$ cat src/rtl/reg_access_sequencer_pkg.sv
// Shared definitions for the register-file access sequencer: default widths,
// RF read/write select encoding, the x0 address and the FSM state encoding.
package reg_access_sequencer_pkg;

    localparam int DATA_W_DEF = 32;
    localparam int ADDR_W_DEF = 5;

    // rf_r_or_w encoding; idle level is READ so the RF never sees a stray write
    localparam logic RF_READ  = 1'b1;
    localparam logic RF_WRITE = 1'b0;

    // x0 is hardwired to zero; the sequencer never writes it and masks its reads
    localparam logic [4:0] REG_ZERO = 5'd0;

    typedef enum logic [2:0] {
        IDLE = 3'd0,
        WR   = 3'd1,
        RS1  = 3'd2,
        RS2  = 3'd3,
        CAP  = 3'd4,
        RESP = 3'd5
    } state_t;

endpackage

$ cat src/rtl/reg_access_sequencer_if.sv
// Bundle of the fetch-request, operand-response, writeback and register-file
// signals around the sequencer. master = sequencer side, slave = environment
// (decode/writeback stages plus the register file).
interface reg_access_sequencer_if
    import reg_access_sequencer_pkg::*;
#(
    parameter int DATA_W = DATA_W_DEF,
    parameter int ADDR_W = ADDR_W_DEF
) ();

    // operand fetch request
    logic              rd_req_valid;
    logic              rd_req_ready;
    logic [ADDR_W-1:0] rs1_addr;
    logic [ADDR_W-1:0] rs2_addr;
    logic              use_rs2;

    // operand response
    logic              op_valid;
    logic              op_ready;
    logic [DATA_W-1:0] rs1_data;
    logic [DATA_W-1:0] rs2_data;

    // writeback request
    logic              wb_valid;
    logic              wb_ready;
    logic [ADDR_W-1:0] wb_addr;
    logic [DATA_W-1:0] wb_data;

    // register file port
    logic [ADDR_W-1:0] rf_read_addr;
    logic [ADDR_W-1:0] rf_write_addr;
    logic              rf_r_or_w;
    logic [DATA_W-1:0] rf_write_val;
    logic [DATA_W-1:0] rf_read_value;

    modport master (
        input  rd_req_valid, rs1_addr, rs2_addr, use_rs2,
        input  op_ready,
        input  wb_valid, wb_addr, wb_data,
        input  rf_read_value,
        output rd_req_ready, op_valid, rs1_data, rs2_data, wb_ready,
        output rf_read_addr, rf_write_addr, rf_r_or_w, rf_write_val
    );

    modport slave (
        output rd_req_valid, rs1_addr, rs2_addr, use_rs2,
        output op_ready,
        output wb_valid, wb_addr, wb_data,
        output rf_read_value,
        input  rd_req_ready, op_valid, rs1_data, rs2_data, wb_ready,
        input  rf_read_addr, rf_write_addr, rf_r_or_w, rf_write_val
    );

endinterface

$ cat src/rtl/reg_access_sequencer.sv
// Initiator-side sequencer for a register file with one shared read/write
// select. Serialises writebacks and one- or two-operand fetches, masks x0
// reads to zero, and returns operands over a valid/ready handshake.
// Every rf_* and op output comes straight from a flop: the output process
// computes the value each register must hold in the *next* state.
module reg_access_sequencer
    import reg_access_sequencer_pkg::*;
#(
    parameter int DATA_W = DATA_W_DEF,
    parameter int ADDR_W = ADDR_W_DEF
) (
    input  logic                   clk,
    input  logic                   reset,
    reg_access_sequencer_if.master bus
);

    localparam logic [ADDR_W-1:0] ZERO_ADDR = ADDR_W'(REG_ZERO);

    state_t            state, state_nx;

    // latched fetch request
    logic [ADDR_W-1:0] rs1_q, rs1_nx;
    logic [ADDR_W-1:0] rs2_q, rs2_nx;
    logic              use_rs2_q, use_rs2_nx;

    // registered outputs
    logic [ADDR_W-1:0] rd_addr_q, rd_addr_nx;
    logic [ADDR_W-1:0] wr_addr_q, wr_addr_nx;
    logic [DATA_W-1:0] wr_val_q, wr_val_nx;
    logic              r_or_w_q, r_or_w_nx;
    logic              op_valid_q, op_valid_nx;
    logic [DATA_W-1:0] rs1_data_q, rs1_data_nx;
    logic [DATA_W-1:0] rs2_data_q, rs2_data_nx;

    // RF data as seen by the pipeline: x0 always reads as zero
    function automatic logic [DATA_W-1:0] mask_x0(input logic [ADDR_W-1:0] a,
                                                  input logic [DATA_W-1:0] v);
        return (a == ZERO_ADDR) ? '0 : v;
    endfunction

    // State and output registers; reset drops any in-flight request
    always_ff @(posedge clk) begin
        if (reset) begin
            state      <= IDLE;
            rs1_q      <= '0;
            rs2_q      <= '0;
            use_rs2_q  <= 1'b0;
            rd_addr_q  <= '0;
            wr_addr_q  <= '0;
            wr_val_q   <= '0;
            r_or_w_q   <= RF_READ;
            op_valid_q <= 1'b0;
            rs1_data_q <= '0;
            rs2_data_q <= '0;
        end else begin
            state      <= state_nx;
            rs1_q      <= rs1_nx;
            rs2_q      <= rs2_nx;
            use_rs2_q  <= use_rs2_nx;
            rd_addr_q  <= rd_addr_nx;
            wr_addr_q  <= wr_addr_nx;
            wr_val_q   <= wr_val_nx;
            r_or_w_q   <= r_or_w_nx;
            op_valid_q <= op_valid_nx;
            rs1_data_q <= rs1_data_nx;
            rs2_data_q <= rs2_data_nx;
        end
    end

    // Next-state: writeback beats fetch in IDLE since it is older in program order
    always_comb begin
        state_nx = IDLE;
        case (state)
            IDLE: begin
                state_nx = IDLE;
                if (bus.wb_valid) begin
                    // a write to x0 retires here without touching the RF
                    if (bus.wb_addr != ZERO_ADDR) state_nx = WR;
                end else if (bus.rd_req_valid) begin
                    state_nx = RS1;
                end
            end
            WR:      state_nx = IDLE;
            RS1:     state_nx = use_rs2_q ? RS2 : CAP;
            RS2:     state_nx = CAP;
            CAP:     state_nx = RESP;
            RESP:    state_nx = bus.op_ready ? IDLE : RESP;
            default: state_nx = IDLE;
        endcase
    end

    // Output/datapath next values; read data arrives one cycle after its address
    always_comb begin
        rs1_nx      = rs1_q;
        rs2_nx      = rs2_q;
        use_rs2_nx  = use_rs2_q;
        rd_addr_nx  = rd_addr_q;
        wr_addr_nx  = wr_addr_q;
        wr_val_nx   = wr_val_q;
        rs1_data_nx = rs1_data_q;
        rs2_data_nx = rs2_data_q;
        case (state)
            IDLE: begin
                if (bus.wb_valid) begin
                    if (bus.wb_addr != ZERO_ADDR) begin
                        wr_addr_nx = bus.wb_addr;
                        wr_val_nx  = bus.wb_data;
                    end
                end else if (bus.rd_req_valid) begin
                    rs1_nx     = bus.rs1_addr;
                    rs2_nx     = bus.rs2_addr;
                    use_rs2_nx = bus.use_rs2;
                    rd_addr_nx = bus.rs1_addr;
                end
            end
            RS1: begin
                if (use_rs2_q) rd_addr_nx = rs2_q;
            end
            RS2: begin
                rs1_data_nx = mask_x0(rs1_q, bus.rf_read_value);
            end
            CAP: begin
                if (use_rs2_q) begin
                    rs2_data_nx = mask_x0(rs2_q, bus.rf_read_value);
                end else begin
                    rs1_data_nx = mask_x0(rs1_q, bus.rf_read_value);
                    rs2_data_nx = '0;
                end
            end
            default: ;
        endcase
        // the write select is low only for the single WR cycle
        r_or_w_nx   = (state_nx == WR) ? RF_WRITE : RF_READ;
        op_valid_nx = (state_nx == RESP);
    end

    assign bus.wb_ready      = (state == IDLE);
    assign bus.rd_req_ready  = (state == IDLE) & ~bus.wb_valid;
    assign bus.op_valid      = op_valid_q;
    assign bus.rs1_data      = rs1_data_q;
    assign bus.rs2_data      = rs2_data_q;
    assign bus.rf_read_addr  = rd_addr_q;
    assign bus.rf_write_addr = wr_addr_q;
    assign bus.rf_write_val  = wr_val_q;
    assign bus.rf_r_or_w     = r_or_w_q;

endmodule

$ cat src/flat_wrapper.sv
// flat-port wrapper written by rule: the top's interface ports become plain ports
module reg_access_sequencer_flat import reg_access_sequencer_pkg::*;
#(
    parameter int DATA_W = DATA_W_DEF,
    parameter int ADDR_W = ADDR_W_DEF
)
  (clk, reset, bus_rd_req_valid, bus_rs1_addr, bus_rs2_addr, bus_use_rs2, bus_op_ready, bus_wb_valid, bus_wb_addr, bus_wb_data, bus_rf_read_value, bus_rd_req_ready, bus_op_valid, bus_rs1_data, bus_rs2_data, bus_wb_ready, bus_rf_read_addr, bus_rf_write_addr, bus_rf_r_or_w, bus_rf_write_val);
  reg_access_sequencer_if #(.DATA_W(DATA_W), .ADDR_W(ADDR_W)) bus_i ();
  input  logic clk;
  input  logic reset;
  input wire logic [$bits(bus_i.rd_req_valid)-1:0] bus_rd_req_valid;
  input wire logic [$bits(bus_i.rs1_addr)-1:0] bus_rs1_addr;
  input wire logic [$bits(bus_i.rs2_addr)-1:0] bus_rs2_addr;
  input wire logic [$bits(bus_i.use_rs2)-1:0] bus_use_rs2;
  input wire logic [$bits(bus_i.op_ready)-1:0] bus_op_ready;
  input wire logic [$bits(bus_i.wb_valid)-1:0] bus_wb_valid;
  input wire logic [$bits(bus_i.wb_addr)-1:0] bus_wb_addr;
  input wire logic [$bits(bus_i.wb_data)-1:0] bus_wb_data;
  input wire logic [$bits(bus_i.rf_read_value)-1:0] bus_rf_read_value;
  output wire logic [$bits(bus_i.rd_req_ready)-1:0] bus_rd_req_ready;
  output wire logic [$bits(bus_i.op_valid)-1:0] bus_op_valid;
  output wire logic [$bits(bus_i.rs1_data)-1:0] bus_rs1_data;
  output wire logic [$bits(bus_i.rs2_data)-1:0] bus_rs2_data;
  output wire logic [$bits(bus_i.wb_ready)-1:0] bus_wb_ready;
  output wire logic [$bits(bus_i.rf_read_addr)-1:0] bus_rf_read_addr;
  output wire logic [$bits(bus_i.rf_write_addr)-1:0] bus_rf_write_addr;
  output wire logic [$bits(bus_i.rf_r_or_w)-1:0] bus_rf_r_or_w;
  output wire logic [$bits(bus_i.rf_write_val)-1:0] bus_rf_write_val;
  assign bus_i.rd_req_valid = bus_rd_req_valid;
  assign bus_i.rs1_addr = bus_rs1_addr;
  assign bus_i.rs2_addr = bus_rs2_addr;
  assign bus_i.use_rs2 = bus_use_rs2;
  assign bus_i.op_ready = bus_op_ready;
  assign bus_i.wb_valid = bus_wb_valid;
  assign bus_i.wb_addr = bus_wb_addr;
  assign bus_i.wb_data = bus_wb_data;
  assign bus_i.rf_read_value = bus_rf_read_value;
  assign bus_rd_req_ready = bus_i.rd_req_ready;
  assign bus_op_valid = bus_i.op_valid;
  assign bus_rs1_data = bus_i.rs1_data;
  assign bus_rs2_data = bus_i.rs2_data;
  assign bus_wb_ready = bus_i.wb_ready;
  assign bus_rf_read_addr = bus_i.rf_read_addr;
  assign bus_rf_write_addr = bus_i.rf_write_addr;
  assign bus_rf_r_or_w = bus_i.rf_r_or_w;
  assign bus_rf_write_val = bus_i.rf_write_val;
  reg_access_sequencer #(.DATA_W(DATA_W), .ADDR_W(ADDR_W)) u_core (.clk(clk), .reset(reset), .bus(bus_i));
endmodule
$ cat config.mk
export PLATFORM = sky130hd
export DESIGN_NAME = reg_access_sequencer_flat
export DESIGN_NICKNAME = d
export VERILOG_FILES = /design/src/rtl/reg_access_sequencer_pkg.sv /design/src/rtl/reg_access_sequencer_if.sv /design/src/rtl/reg_access_sequencer.sv /design/src/flat_wrapper.sv
export SDC_FILE = /design/constraint.sdc
export NUM_CORES = 1
export LEC_CHECK = 0
export CELL_PAD_IN_SITES_DETAIL_PLACEMENT = 0
export CELL_PAD_IN_SITES_GLOBAL_PLACEMENT = 2
export CORE_MARGIN = 2
export CORE_UTILIZATION = 24
export CTS_CLUSTER_SIZE = 16
export DETAILED_ROUTE_END_ITERATION = 6
export PLACE_DENSITY_LB_ADDON = 0.1
export SETUP_SLACK_MARGIN = 0.05
export SYNTH_ARGS = -nofsm -noshare
export SYNTH_HDL_FRONTEND = slang
export SYNTH_SLANG_ARGS = --single-unit
$ cat constraint.sdc
create_clock -name clk -period 1.9 [get_ports clk]
set_input_delay 0.38 -clock clk [delete_from_list [all_inputs] [get_ports clk]]
set_output_delay 0.38 -clock clk [all_outputs]
set_load 0.02 [all_outputs]
==> results_dict.tcl <==
set metrics [dict create \
    synth_seq_cells 122 \
    vias_per_cell 4.44 \
    slew_headroom_pct 60.9 \
    insertion_delay_ns 0.41 \
    skew_ns 0.00747 \
    synth-async-reset-ratio_pct 0 \
    place.gp.congestion 0.751 \
    synth_top_area_share_pct 50.4 \
    rsz0062_at_grt "true" \
    stdcell_count 1018 \
    diodes 0 \
    first_iter_violations 188 \
    worst_pin_slew_ns 0.587 \
    htreeDepth 4 \
    start_kind "input pin" \
    synth_edf_count 0 \
    synth_nets 634 \
    hold_slack_ns 0.440 \
    power_density_mw_per_mm2 1060 \
    hold_depth 4 \
    drive_gt1_share_pct 9.43 \
    area_growth_pct 59.3 \
    nFillCells 2047 \
    hold_buffers 0 \
    grt_max_degree 118 \
    dominantRegCellSynth "dfxtp_1" \
    vias 4515 \
    cts-root-buf "clkbuf_16" \
    cts_buffer_depth 2 \
    leakagePower_nw 2.76 \
    die_area_mm2 0.0214 \
    finalMaxSlewViolations 0 \
    yosysUniqueCellTypes 30 \
    status "complete, no violations" \
    final_antenna_net_count 0 \
    crit_fanout 4 \
    pre_cts_ws_ns -0.437 \
    rows 51 \
    port_buffers 194 \
    ios 195 \
    drt-total-wl_um 16100 \
    critPathArrivalTime_ns 1.42 \
    cts_buffers 17 \
    core_area_mm2 0.0197 \
    syn_inst 549 \
    reg2reg_depth 7 \
    cap_violations 0 \
    clkTransAtPathRegs_ns 0.05 \
    ys_warn_count 0 \
    fin_ws_ns 0.0990 \
    routedWlPerCell_um 15.8 \
    gr-total-overflow 0 \
    firstDrtPassIters 4 \
    layout_worst_path_cycle_share_pct 94.8 \
    grt_pass1_wl_um 25600 \
    critPathKind "input pin to output pin" \
    synth_area_mm2 0.00485 \
    hp-class "input pin to register" \
    place_area_mm2 0.00712 \
    synth_area_leader_cell "dfxtp_1" \
    die_w_um 146 \
    grt_pass1_vias 4547 \
    remaining_drc_errors 0 \
    cp-end-kind "output pin" \
    die_h_um 146 \
    postCtsSetupRepairBufs 0 \
    period_needed_ns 1.80 \
    max-vdd-ir-drop_v 0.000571 \
    required_ns 1.52 \
    seq_area_frac_synth_pct 50.4 \
    nets 825 \
    hpwlAfterDp_um 11000 \
    dp_cells 986 \
    setup_viol 0 \
    hold_viol 0 \
    avgSynthCellArea_um2 8.83 \
    track_usage_pct 15.2 \
    yosys-top-cells-area "dfxtp_1 50%, mux2i_1 8.9%, nand2_1 8.5%, a21oi_1 7.2%, o21a_1 5.1%" \
    start_util_pct 24.7 \
    cts_tree "done" \
    clock-sinks 122 \
    fin_area_mm2 0.00772 \
    fmaxAchievable_mhz 555 \
    antenna_found_initial 0 \
]
## flip-flops by register name, summed over array words and instances (netlist names)
signal	flops
u_core.bus.rf_read_addr	5
u_core.bus.op_valid	1
u_core.rs2_q	5
u_core.bus.rs1_data	32
u_core.state	3
u_core.rs1_q	5
u_core.bus.rs2_data	32
u_core.use_rs2_q	1
u_core.bus.rf_write_val	32
u_core.bus.rf_write_addr	5
u_core.bus.rf_r_or_w	1
## path summary, 6_finish.rpt
path | slack, ns | to | start
worst max-delay path | 0.1 | bus_rd_req_ready | bus_wb_valid
worst max register to register | 0.18 | u_core.bus.rf_r_or_w | u_core.state[0]
worst min-delay path | 0.44 | u_core.state[1] | reset
worst min register to register | 0.45 | u_core.bus.rs2_data[27] | u_core.bus.rs2_data[27]
## report_power, final
group / total, mW / internal [mW] / switching [mW]
combinational: 2.07 / 0.953 / 1.12
clock: 3.25 / 2.09 / 1.16
sequential: 2.88 / 2.76 / 0.122
total: 8.20 / 5.80 / 2.40
## repair_timing
action | 4_1_cts | 5_1_grt
gates cloned | 0 | 0
gates resized for setup | 8 | 3
endpoints found under the setup margin | 2 | 17
## kinds of logic after synthesis
family,synth area share [%]
buf+inv,5.78
compound gates,16.7
flops,50.4
mux,8.88
simple gates,18.3
## synthesized netlist by cell type, types with 2 or more instances
master    count
dfxtp_1     122
nand2_1     110
a21oi_1      70
nor2_1       53
mux2i_1      43
o21a_1       33
clkbuf_1     32
nand3_1      32
buf_2         8
o21ai_0       8
buf_6         5
nor2b_1       5
a311oi_2      4
buf_12        3
or4_1         3
a32oi_1       2
nand2b_1      2
or3b_1        2
## layout by cell type (no fill, tap or decap), types with 6 or more instances in the layout
master and count:
clkbuf_16 17, buf_12 6, clkdlybuf4s50_1 191, a21oi_1 70
nand3_1 32, buf_4 21, o21a_1 33, dfxtp_1 121
o21ai_0 8, nand2_1 110, nor2_1 53, mux2i_1 43
## routing by layer
layer | vias up | track usage [%] | share of wire [%]
met2 | 125 | 23.9 | 45
met4 | 0 | 6.55 | 2.6
li1 | 2247 | - | -
met5 | - | 0 | 0
met3 | 31 | 3.91 | 4.8
met1 | 2112 | 19.9 | 47
## through the flow
step,total power [mW],util (%),setup TNS [ns]
floorplan,4.13,-,0
global placement,5.00,36.2,-9.52
detailed placement,5.02,36.2,-11.20
CTS,8.33,39.3,0
global route,8.62,39.3,0
finish,8.20,39.3,0
## worst max-delay path, cell delays in order
cell	delay, ns
clkdlybuf4s50_1	0.52
nor4_4	0.22
clkdlybuf4s15_2	0.30
## final cells by class
type / count / area [µm²] / share of cell area, %
Clock inverter: 12 / 149 / 1.93
Sequential cell: 122 / 2440 / 31.6
Timing Repair Buffer: 220 / 2210 / 28.6
Multi-Input combinational cell: 378 / 2140 / 27.7
Tap cell: 265 / 332 / 4.29
Clock buffer: 20 / 447 / 5.78
Inverter: 1 / 3.75 / 0.0486
Note: power is estimated with default switching activity, not from simulation.
